===== src/rtl/mdl_salign_ctl.sv =====
// Link alignment controller: resets a word aligner, hunts for a run of ALIGN
// primitives to declare the link up, then forwards non-ALIGN words while the
// link stays active. A link that goes quiet for too long is forced back to RESET.
module mdl_salign_ctl #(
  parameter int unsigned LOCK_COUNT   = 4,
  parameter int unsigned TIMEOUT      = 200,
  parameter int unsigned RESET_CYCLES = 8,
  parameter logic [31:0] P_ALIGN      = 32'h7b4a4abc
) (
  input  logic        i_clk,
  input  logic        i_reset,
  input  logic        i_valid,
  input  logic        i_keyword,
  input  logic [31:0] i_data,
  output logic        o_align_reset,
  output logic        o_linkup,
  output logic        o_valid,
  output logic        o_keyword,
  output logic [31:0] o_data,
  output logic [15:0] o_resyncs
);

  localparam int unsigned RW = $clog2(RESET_CYCLES + 1);
  localparam int unsigned AW = $clog2(LOCK_COUNT + 1);
  localparam int unsigned IW = $clog2(TIMEOUT + 1);

  localparam logic [RW-1:0] RST_LAST  = RW'(RESET_CYCLES - 1);
  localparam logic [AW-1:0] LOCK_LAST = AW'(LOCK_COUNT - 1);
  localparam logic [AW-1:0] LOCK_FULL = AW'(LOCK_COUNT);
  localparam logic [IW-1:0] IDLE_MAX  = IW'(TIMEOUT);

  typedef enum logic [1:0] {
    ST_RESET  = 2'd0,
    ST_HUNT   = 2'd1,
    ST_LOCKED = 2'd2
  } state_t;

  state_t        state, state_next;
  logic [RW-1:0] rst_cnt, rst_cnt_next;
  logic [AW-1:0] align_cnt, align_cnt_next;
  logic [IW-1:0] idle_cnt, idle_cnt_next;
  logic          is_align;
  logic          timeout;
  logic          forward;
  logic          resync;

  assign is_align = i_valid && i_keyword && (i_data == P_ALIGN);

  // The timeout cycle is the one where the idle counter sits at TIMEOUT; a
  // word arriving in that very cycle cancels the timeout.
  assign timeout = (idle_cnt == IDLE_MAX) && !i_valid;

  assign o_align_reset = (state == ST_RESET);
  assign o_linkup      = (state == ST_LOCKED);

  // Next-state logic for the controller and its counters
  always_comb begin
    state_next     = state;
    rst_cnt_next   = rst_cnt;
    align_cnt_next = align_cnt;
    forward        = 1'b0;
    resync         = 1'b0;
    if (i_valid) begin
      idle_cnt_next = '0;
    end else if (idle_cnt == IDLE_MAX) begin
      idle_cnt_next = idle_cnt;
    end else begin
      idle_cnt_next = idle_cnt + 1'b1;
    end

    case (state)
      ST_RESET: begin
        idle_cnt_next  = '0;
        align_cnt_next = '0;
        if (rst_cnt == RST_LAST) begin
          state_next   = ST_HUNT;
          rst_cnt_next = '0;
        end else begin
          rst_cnt_next = rst_cnt + 1'b1;
        end
      end
      ST_HUNT: begin
        if (timeout) begin
          state_next     = ST_RESET;
          rst_cnt_next   = '0;
          align_cnt_next = '0;
          idle_cnt_next  = '0;
        end else if (is_align) begin
          if (align_cnt >= LOCK_LAST) begin
            state_next     = ST_LOCKED;
            align_cnt_next = LOCK_FULL;
          end else begin
            align_cnt_next = align_cnt + 1'b1;
          end
        end else if (i_valid) begin
          align_cnt_next = '0;
        end
      end
      ST_LOCKED: begin
        if (timeout) begin
          state_next     = ST_RESET;
          rst_cnt_next   = '0;
          align_cnt_next = '0;
          idle_cnt_next  = '0;
          resync         = 1'b1;
        end else if (i_valid && !is_align) begin
          forward = 1'b1;
        end
      end
      default: begin
        state_next     = ST_RESET;
        rst_cnt_next   = '0;
        align_cnt_next = '0;
        idle_cnt_next  = '0;
      end
    endcase
  end

  // State and counter registers
  always_ff @(posedge i_clk) begin
    if (i_reset) begin
      state     <= ST_RESET;
      rst_cnt   <= '0;
      align_cnt <= '0;
      idle_cnt  <= '0;
    end else begin
      state     <= state_next;
      rst_cnt   <= rst_cnt_next;
      align_cnt <= align_cnt_next;
      idle_cnt  <= idle_cnt_next;
    end
  end

  // Output word register, which holds the last forwarded word, and the resync counter
  always_ff @(posedge i_clk) begin
    if (i_reset) begin
      o_valid   <= 1'b0;
      o_keyword <= 1'b0;
      o_data    <= '0;
      o_resyncs <= '0;
    end else begin
      o_valid <= forward;
      if (forward) begin
        o_keyword <= i_keyword;
        o_data    <= i_data;
      end
      if (resync && (o_resyncs != 16'hffff)) begin
        o_resyncs <= o_resyncs + 16'd1;
      end
    end
  end

endmodule


===== config.mk =====
export PLATFORM = sky130hd
export DESIGN_NAME = mdl_salign_ctl
export DESIGN_NICKNAME = d
export VERILOG_FILES = /design/src/rtl/mdl_salign_ctl.sv
export SDC_FILE = /design/constraint.sdc
export NUM_CORES = 1
export LEC_CHECK = 0
export BUFFER_PORTS_ARGS = -buffer_cell sky130_fd_sc_hd__buf_2
export CORE_MARGIN = 2
export CORE_UTILIZATION = 48
export CTS_BUF_LIST = sky130_fd_sc_hd__clkbuf_4 sky130_fd_sc_hd__clkbuf_8
export CTS_CLUSTER_SIZE = 10
export DETAILED_ROUTE_END_ITERATION = 16
export PLACE_DENSITY_LB_ADDON = 0.12
export SKIP_LAST_GASP = 1
export SYNTH_ARGS = -nofsm -noshare
export SYNTH_HDL_FRONTEND = slang
export SYNTH_SLANG_ARGS = --single-unit

===== constraint.sdc =====
create_clock -name i_clk -period 1.8 [get_ports i_clk]
set_input_delay 0.45 -clock i_clk [delete_from_list [all_inputs] [get_ports i_clk]]
set_output_delay 0.45 -clock i_clk [all_outputs]
set_load 0.1 [all_outputs]

== Yosys cells after proc, flatten, opt, wreduce, memory -nomap -nowiden ==
Cells that the tools add are included.

* Flip-flop bits (word level): 67
* Output and inout bits: 52
* Logic and storage cells: 58
* Bits of input ports: 36

* Mux-type cells: 20
* Bitwise logic cells: 1
* Add/sub/neg operators: 4
* Order comparisons: 1
* Equal/unequal tests: 12
* Reduce and logical (&&, ||, !) cells: 12

{| class="wikitable"
|+ Operator list
! cell !! count
|-
| 32-bit by 31-bit equality test with 1-bit output (second input constant) || 1
|-
| 16-bit by 1-bit adder with 16-bit output (second input constant) || 1
|-
| 16-bit != test (second input constant) || 1
|-
| 3-bit 2-to-1 mux || 5
|-
| 2-bit 2-to-1 mux || 5
|-
| 8-bit by 1-bit adder with 8-bit output (second input constant) || 1
|-
| 8-bit equality test (second input constant) || 1
|-
| 4-bit 2-to-1 mux || 2
|-
| 4-bit one-hot mux with 2 select lines || 1
|-
| 2-bit by 1-bit != test with 1-bit output (second input constant) || 3
|-
| 3-bit != test (second input constant) || 2
|-
| 2-bit one-hot mux with 3 select lines || 1
|-
| 3-bit one-hot mux with 2 select lines || 1
|-
| 1-bit logical AND || 5
|-
| 1-bit 2-to-1 mux || 5
|-
| 4-bit by 1-bit adder with 4-bit output (second input constant) || 1
|-
| 4-bit by 3-bit equality test with 1-bit output (second input constant) || 1
|-
| 4-bit != test (second input constant) || 1
|-
| 4-bit AND reduction || 1
|-
| 4-bit OR reduction || 1
|-
| 3-bit by 1-bit adder with 3-bit output (second input constant) || 1
|-
| 3-bit by 2-bit greater-or-equal comparator with 1-bit output (second input constant) || 1
|-
| 2-bit by 1-bit equality test with 1-bit output (second input constant) || 1
|-
| 2-bit equality test (second input constant) || 1
|-
| other kinds (5) || 6
|}

== Logic depth before layout (Yosys ltp) ==
Gate-level depths: netlist of run 1.

* Depth after elaboration: 7
* Mapped depth: 7
* Depth with buffers taken out: 7

== Least setup slack after synthesis of run 1 ==
No wires, ideal clock.

* Path type: register to register
* Start point: register o_resyncs[0]
* End point: register o_resyncs[0]
* Stages on the path, launching flop included: 8
* Period minus slack after synthesis: 2.339 ns
* Arrival time: 2.211 ns
* Library setup time: 0.128 ns
* Slack: -0.539 ns
* Required time: 1.672 ns
* Buffers on the path: 1
* Path through: dfxtp_1 > ha_1 > nand4_1 > and4b_1 > buf_2 > nor2_1 > xnor2_1 > nor2_1

* Longest elaborated chain between the ends: 2
* Elaborated cells on any way between the ends: 3
* Classes of those cells: add/sub (1); eq/ne (1); reduce/logical (1)

{| class="wikitable"
|+ Ends and longest elaborated chain
! item !! RTL line !! RTL
|-
| start, declared || 20 || <nowiki>output logic [15:0] o_resyncs</nowiki>
|-
| start signal, assigned || 148 || <nowiki>o_resyncs <= o_resyncs + 16'd1;</nowiki>
|-
| branches (longest 2 deep; another with 16-bit by 1-bit adder with 16-bit output) || - ||
|}

Parallel ways; which one is timed is not known.
A chain may end at the register's enable or synchronous reset.

== Final worst setup path of run 1 ==
* Start point: input port i_data[12]
* End point: register o_data[29]

* Longest elaborated chain between the ends: 7

{| class="wikitable"
|+ Ends and longest elaborated chain
! item !! RTL line !! RTL
|-
| start, declared || 14 || <nowiki>input logic [31:0] i_data,</nowiki>
|-
| 32-bit by 31-bit equality test with 1-bit output || 47 || <nowiki>assign is_align = i_valid && i_keyword && (i_data == P_ALIGN);</nowiki>
|-
| 1-bit logical AND || 47 ||
|-
| 1-bit logical NOT || 106 || <nowiki>end else if (i_valid && !is_align) begin</nowiki>
|-
| 1-bit logical AND || 106 ||
|-
| 1-bit 2-to-1 mux || 106 ||
|-
| 1-bit 2-to-1 mux || 100 || <nowiki>if (timeout) begin</nowiki>
|-
| 1-bit 2-to-1 mux || 71 || <nowiki>case (state)</nowiki>
|-
| end signal, assigned || 145 || <nowiki>o_data <= i_data;</nowiki>
|-
| end, declared || 19 || <nowiki>output logic [31:0] o_data,</nowiki>
|}

Every way passes these cells.

==> impl_metrics.yaml, run 1 <==
routing:
  wirelength_mm: 7.29
  wl_met3_um: 378
  m1WireLength_mm: 3.33
  drt_iter0_drc: 47
  vias: 2655
  drc: 0
  postRouteAntennaNets: 0
  drt-pass1-iter-count: 7
  wl_per_cell_um: 14.0
  maxUsedRoutingLayer: "met4"
  viasPerCell: 5.11
  wl_met2_mm: 3.52
global_route:
  grt-ovfl-total: 0
  antenna_found_initial: 0
  grt_pass1_vias: 2428
  track_usage_pct: 21.1
  grt_start_max_net_pins: 39
  grt_first_pass_wirelength_mm: 11.1
die:
  die_w_um: 82.7
  ios: 88
  start_util_pct: 49.9
  die_y_um: 82.7
  dieArea_sq_mm: 0.00684
  core_area_sq_mm: 0.00596
  rows: 28
clock_tree:
  ctsHtreeMaxLevel: 3
  postCtsHoldBufs: 0
  cts-root-buf: "clkbuf_8"
  cts.clk_slew.worst_paths_ns: 0.08
  clockBufferDepth: 2
  cts_tree: "done"
  worstSkewPairLatency_ns: 0.34
  numCtsBuffers: 9
  clock_sinks: 67
timing:
  tightest_slew_ns: 0.502
  slew_headroom_pct: 66.8
  finalMaxSlewViolations: 0
  fmax_mhz: 539
  setup_viol: 12
  setup_tns_ns: -0.233
  setup_slack_ns: -0.0558
  rsz0062_at_grt: "true"
  fin_crit_ns: 1.86
  fin_crit_sh_pct: 103
  fin_skew_ns: 0.0108
  hold_viol: 0
outcome:
  violations: "negative setup slack"
  outcome: "complete, but fails checks"
synthesis:
  synthesis.nets: 359
  muxShareOfSynthArea_pct: 11.4
  synth_cell_type_count: 37
  ys_seq_area_share_pct: 45.1
  synthAdderAreaFrac_pct: 3.79
  avgSynthCellArea_sq_um: 9.47
  synth_compound_area_share_pct: 4.71
  synthesis.area_sq_mm: 0.00297
  synth-seq-cells: 67
  synthCells: 314
  synth_top_family_by_area: "simple AND/OR/NAND/NOR gates"
  yosys.area_share.simple_pct: 24.5
  yosysWarnings: 0
  synthXorXnorAreaFrac_pct: 5.89
placed_design:
  place_hpwl_mm: 4.95
  gp_congestion: 0.812
  portBuffers: 87
run:
  maxCapViolations: 0
critical_path:
  worstSetupStartpointType: "input port"
  critPathKind: "input port to register"
  slowest_stage: "o311ai_4"
  crit_chain: "buf_2 -> nor4b_4 -> nand4_1 -> o311ai_4 -> buf_6 -> buf_8 -> mux2i_1 -> nor2_1"
  cp_data_arrival_time_ns: 2.06
  cp.required_ns: 2.01
  cp-end-kind: "register"
  cp_max_fo: 5
  cpPeakStageDelay_ns: 0.39
worst_hold_path:
  hp-class: "input port to register"
cells_and_area:
  diodes: 0
  fin_nets: 485
  final_common_cell: "buf_2"
  layout-drive-gt1-share_pct: 41.3
  layout_common_cells: "80 x buf_2, 62 x nor2_1, 51 x dfxtp_1"
  area_growth_pct: 43.1
pwr:
  ir_drop_v: 0.000961
  finalPower_mw: 3.31
  leakage_nw: 2.06
  power.density_mw_per_mm2: 777
-- critical path, delay by kind of cell --
kind,cells,cell delay [ns]
simple gates,3,0.58
buf+inv,3,0.42
compound gates,1,0.39
mux,1,0.22
-- registers in the layout, summed over array words and instances (netlist names) --
register   cells
state          2
rst_cnt        4
idle_cnt       8
o_data        32
o_resyncs     16
o_valid        1
o_keyword      1
align_cnt      3
-- final cells by class --
class                      count  area [sq um]
clock buffer                  12           153
timing repair buffer         128           887
clock inverter                 4          51.3
fill                         470          1700
tap                           75          93.8
inverter                       7          26.3
sequential                    67          1380
multi-input combinational    227          1660
-- timing repair --
item | CTS | global route
cloned | 3 | 0
endpoints found under the setup margin | 35 | 47
resized for setup | 20 | 23
buffers inserted | 4 | 2
pin swaps | 5 | 9
-- layer usage --
layer / track usage (%) / vias up
met2: 36.8 / 69
met3: 4.13 / 8
met5: 0 / -
met4: 7.21 / 0
met1: 25.9 / 1224
li1: - / 1354
-- cell families (layout without fill, tap and decap cells) --
group | count (synthesis) | in the layout
AND/OR/NAND/NOR | 142 | 142
flip-flops | 67 | 67
multiplexers | 34 | 34
AO/OA/AOI/OAI | 22 | 22
XOR/XNOR | 20 | 20
buffers and inverters | 20 | 151
adder cells (fa/ha/maj) | 9 | 9
-- metrics by stage --
stage | hold slack [ns] | util (%) | cells | worst slack [ns] | instance area [sq um]
after floorplan | 0.448 | - | 314 | -0.0594 | 3040
after global placement | 0.464 | 63.2 | 497 | -0.471 | 3760
after detailed placement | 0.477 | 63.2 | 497 | -0.546 | 3760
after CTS | 0.353 | 69.9 | 519 | -0.0446 | 4160
after global routing | 0.348 | 71.4 | 520 | -0.150 | 4250
final | 0.342 | 71.4 | 520 | -0.0558 | 4250
-- synth_stat cells (all sizes together) --
library cell	count	area [sq um]
a211oi	2	15.0
ha	9	113
a21bo	1	10.0
a21boi	2	15.0
nand4bb	1	11.3
nand4	5	31.3
a21oi	11	55.1
nand2b	2	12.5
xnor2	15	131
dfxtp	67	1340
and4b	3	30.0
nand2	15	56.3
nor3b	1	7.51
nor2b	1	6.26
o311ai	1	16.3
nand4b	3	26.3
buf	6	81.3
nor3	7	35.0
and4	3	26.3
and4bb	2	25.0
a32oi	1	8.76
nor2	63	236
mux2i	34	340
nand3	15	75.1
and3	6	37.5
clkbuf	7	26.3
o21ai	4	20.0
xor2	5	43.8
nor4bb	3	30.0
nand3b	3	22.5
nor4	7	43.8
nor4b	1	8.76
or4	1	7.51
inv	7	26.3
-- power by group --
part	internal [mW]	total, mW	switching (mW)
registers	1.51	1.53	0.0281
clock network	0.710	1.29	0.581
logic	0.220	0.482	0.262
total	2.43	3.31	0.871
-- path summary, 6_finish.rpt --
path          startpoint       endpoint  slack [ns]  depth (start not counted)
max           i_data[12]     o_data[29]       -0.06                          8
min           i_data[30]     o_data[30]        0.34                          3
max reg2reg  idle_cnt[1]  o_resyncs[13]        0.08                          7
min reg2reg   rst_cnt[1]     rst_cnt[1]        0.49                          2
(Power assumes the default switching activity.)
==> inputs of run 2 (changes only) <==
Settings changed: BUFFER_PORTS_ARGS -buffer_cell sky130_fd_sc_hd__buf_2 to -buffer_cell sky130_fd_sc_hd__buf_4, CORE_ASPECT_RATIO set to 2.
==> run 2 against run 1 <==
  * The flow still finishes with violations (negative setup slack)
  * Maximum frequency up 2.4%
  * Combinational power decreased by 1%
  * Sequential share of layout area down 1.1 points
  * Global-route usage rose by 1.8 points
  * Clock power is 14% lower
  * First-iteration DRC count grew 83%
  * Wire length rose by 7.7%
  * Final area rose by 3.5%
  * Die area rose by 0.56%
==> impl_metrics.yaml, run 2 (synthesized netlist as in run 1, its figures left out) <==
timing:
  fin_skew_ns: 0.0101
  fin_crit_ns: 1.81
  rsz0062_at_grt: "true"
  hold_viol: 0
  setup_viol: 11
  setup_slack_ns: -0.0129
  fmax_mhz: 552
  fin_crit_sh_pct: 101
  slew_headroom_pct: 78.3
  finalMaxSlewViolations: 0
  tightest_slew_ns: 0.325
die:
  die_w_um: 59.7
  rows: 40
  start_util_pct: 49.5
  dieArea_sq_mm: 0.00688
  die_y_um: 115
  ios: 88
  core_area_sq_mm: 0.00601
critical_path:
  critPathKind: "input port to register"
  worstSetupStartpointType: "input port"
  reg2regPathDepth: 7
  cp_data_arrival_time_ns: 2.04
  r2r_end: "o_resyncs[15]"
  crit_buf_inv: 3
  cp.required_ns: 2.02
  reg2reg_slack_ns: 0.06
  cp_max_fo: 7
  crit_top_cell: "buf_4"
  reg2reg_from: "o_resyncs[0]"
  cpPeakStageDelay_ns: 0.37
  crit_family: "simple AND/OR/NAND/NOR gates"
  crit_chain: "buf_4 -> and4b_1 -> nand4_1 -> o311ai_4 -> buf_4 -> buf_12 -> mux2i_1 -> nor2_1"
  slowest_stage: "o311ai_4"
  cp-end-kind: "register"
outcome:
  outcome: "complete, but fails checks"
  violations: "negative setup slack"
pwr:
  power.density_mw_per_mm2: 709
  p_int_mw: 2.30
  seqPwrFrac_pct: 49.2
  comb_power_share_pct: 15.3
  netSwitchingPower_mw: 0.824
  ir_drop_v: 0.000551
  power.share.switching_pct: 26.4
  leakage_nw: 2.09
  clkPwrFrac_pct: 35.5
cells_and_area:
  fillers: 476
  fin_nets: 486
  area_growth_pct: 48.1
  layout-drive-gt1-share_pct: 42.2
  top_register: "o_data"
  final_cells: 508
  final_common_cell: "buf_4"
  final_util_pct: 73.3
  largestRegisters: "o_data: 32 flops, o_resyncs: 16 flops, idle_cnt: 8 flops"
  fin_area_sq_mm: 0.00440
  diodes: 0
  regArea_sq_mm: 0.00138
  largest_reg_flops: 32
  multi_input_area_sq_mm: 0.00167
  layout_common_cells: "118 x buf_4, 62 x nor2_1, 50 x dfxtp_1"
clock_tree:
  clock_sinks: 67
  clockBufferDepth: 2
  cts-root-buf: "clkbuf_8"
  postCtsHoldBufs: 0
  worstSkewPairLatency_ns: 0.35
  cts_tree: "done"
  numCtsBuffers: 9
  ctsHtreeMaxLevel: 3
  cts.clk_slew.worst_paths_ns: 0.07
global_route:
  antenna_found_initial: 0
  grt_first_pass_wirelength_mm: 12.0
  grt-ovfl-total: 0
  grt_pass1_vias: 2684
  track_usage_pct: 22.9
  grt_start_max_net_pins: 33
worst_hold_path:
  min_from: "i_data[31]"
  whs_endpoint: "o_data[31]"
  hp-class: "input port to register"
  hold_path_depth: 3
routing:
  drt-pass1-iter-count: 4
  viasPerCell: 5.44
  vias: 2763
  drc: 0
  wl_per_cell_um: 15.5
  postRouteAntennaNets: 0
  wirelength_mm: 7.85
  drt_iter0_drc: 86
placed_design:
  place_hpwl_mm: 5.35
  gp_congestion: 0.780
  dpl-instance-area_sq_mm: 0.00395
  portBuffers: 87
  placed_cells: 485
run:
  maxCapViolations: 0
## run 2: timing repair
action,4_1_cts,5_1_grt
pin swaps,0,10
cloned,1,2
gates resized for setup,6,30
buffers inserted,3,2
endpoints found under the setup margin,25,52
## run 2: through the flow
step	power, mW	setup TNS [ns]	hold slack [ns]	worst slack [ns]
after floorplan	1.85	-1.70	0.448	-0.0594
after global placement	2.00	-13.90	0.458	-0.443
after detailed placement	2.01	-14.66	0.474	-0.460
after CTS	3.14	-0.228	0.325	-0.0182
after global routing	3.27	-2.52	0.353	-0.106
final	3.12	-0.0495	0.340	-0.0129
## run 2: metal layers
| metal | global-route usage (%) | part of all wire [%] |
|---|---|---|
| met2 | 42.5 | 56 |
| met1 | 22.7 | 37 |
| met3 | 5.17 | 4.6 |
| met4 | 10.7 | 2.9 |
| met5 | 0 | 0 |
## run 2: layout make-up
class	instances	area share (%)
Clock buffer	12	3.61
Clock inverter	3	0.341
Multi-Input combinational cell	227	37.9
Inverter	7	0.597
Tap cell	63	1.79
Sequential cell	67	31.3
Timing Repair Buffer	129	24.4
## run 2: worst min-delay path: stages
cell and delay [ns]:
buf_6 0.08, mux2i_1 0.05, nor2_1 0.07
## run 2: power groups by stage
| stage | clock network [mW] | logic, mW | registers (mW) |
|---|---|---|---|
| after floorplan | 0 | 0.287 | 1.56 |
| after global placement | 0 | 0.437 | 1.57 |
| after detailed placement | 0 | 0.446 | 1.57 |
| after CTS | 1.16 | 0.451 | 1.53 |
| after global routing | 1.21 | 0.522 | 1.54 |
| final | 1.11 | 0.477 | 1.53 |
## run 2: worst max path at each step
stage	depth (start not counted)	startpoint	end	slack, ns
after floorplan	7	i_data[8]	o_data[0]	-0.06
after global placement	7	i_data[10]	state[0]	-0.44
after detailed placement	8	i_data[0]	state[0]	-0.46
after CTS	9	i_data[0]	o_data[26]	-0.02
after global routing	8	i_data[13]	o_data[17]	-0.11
final	8	i_data[6]	o_data[21]	-0.01
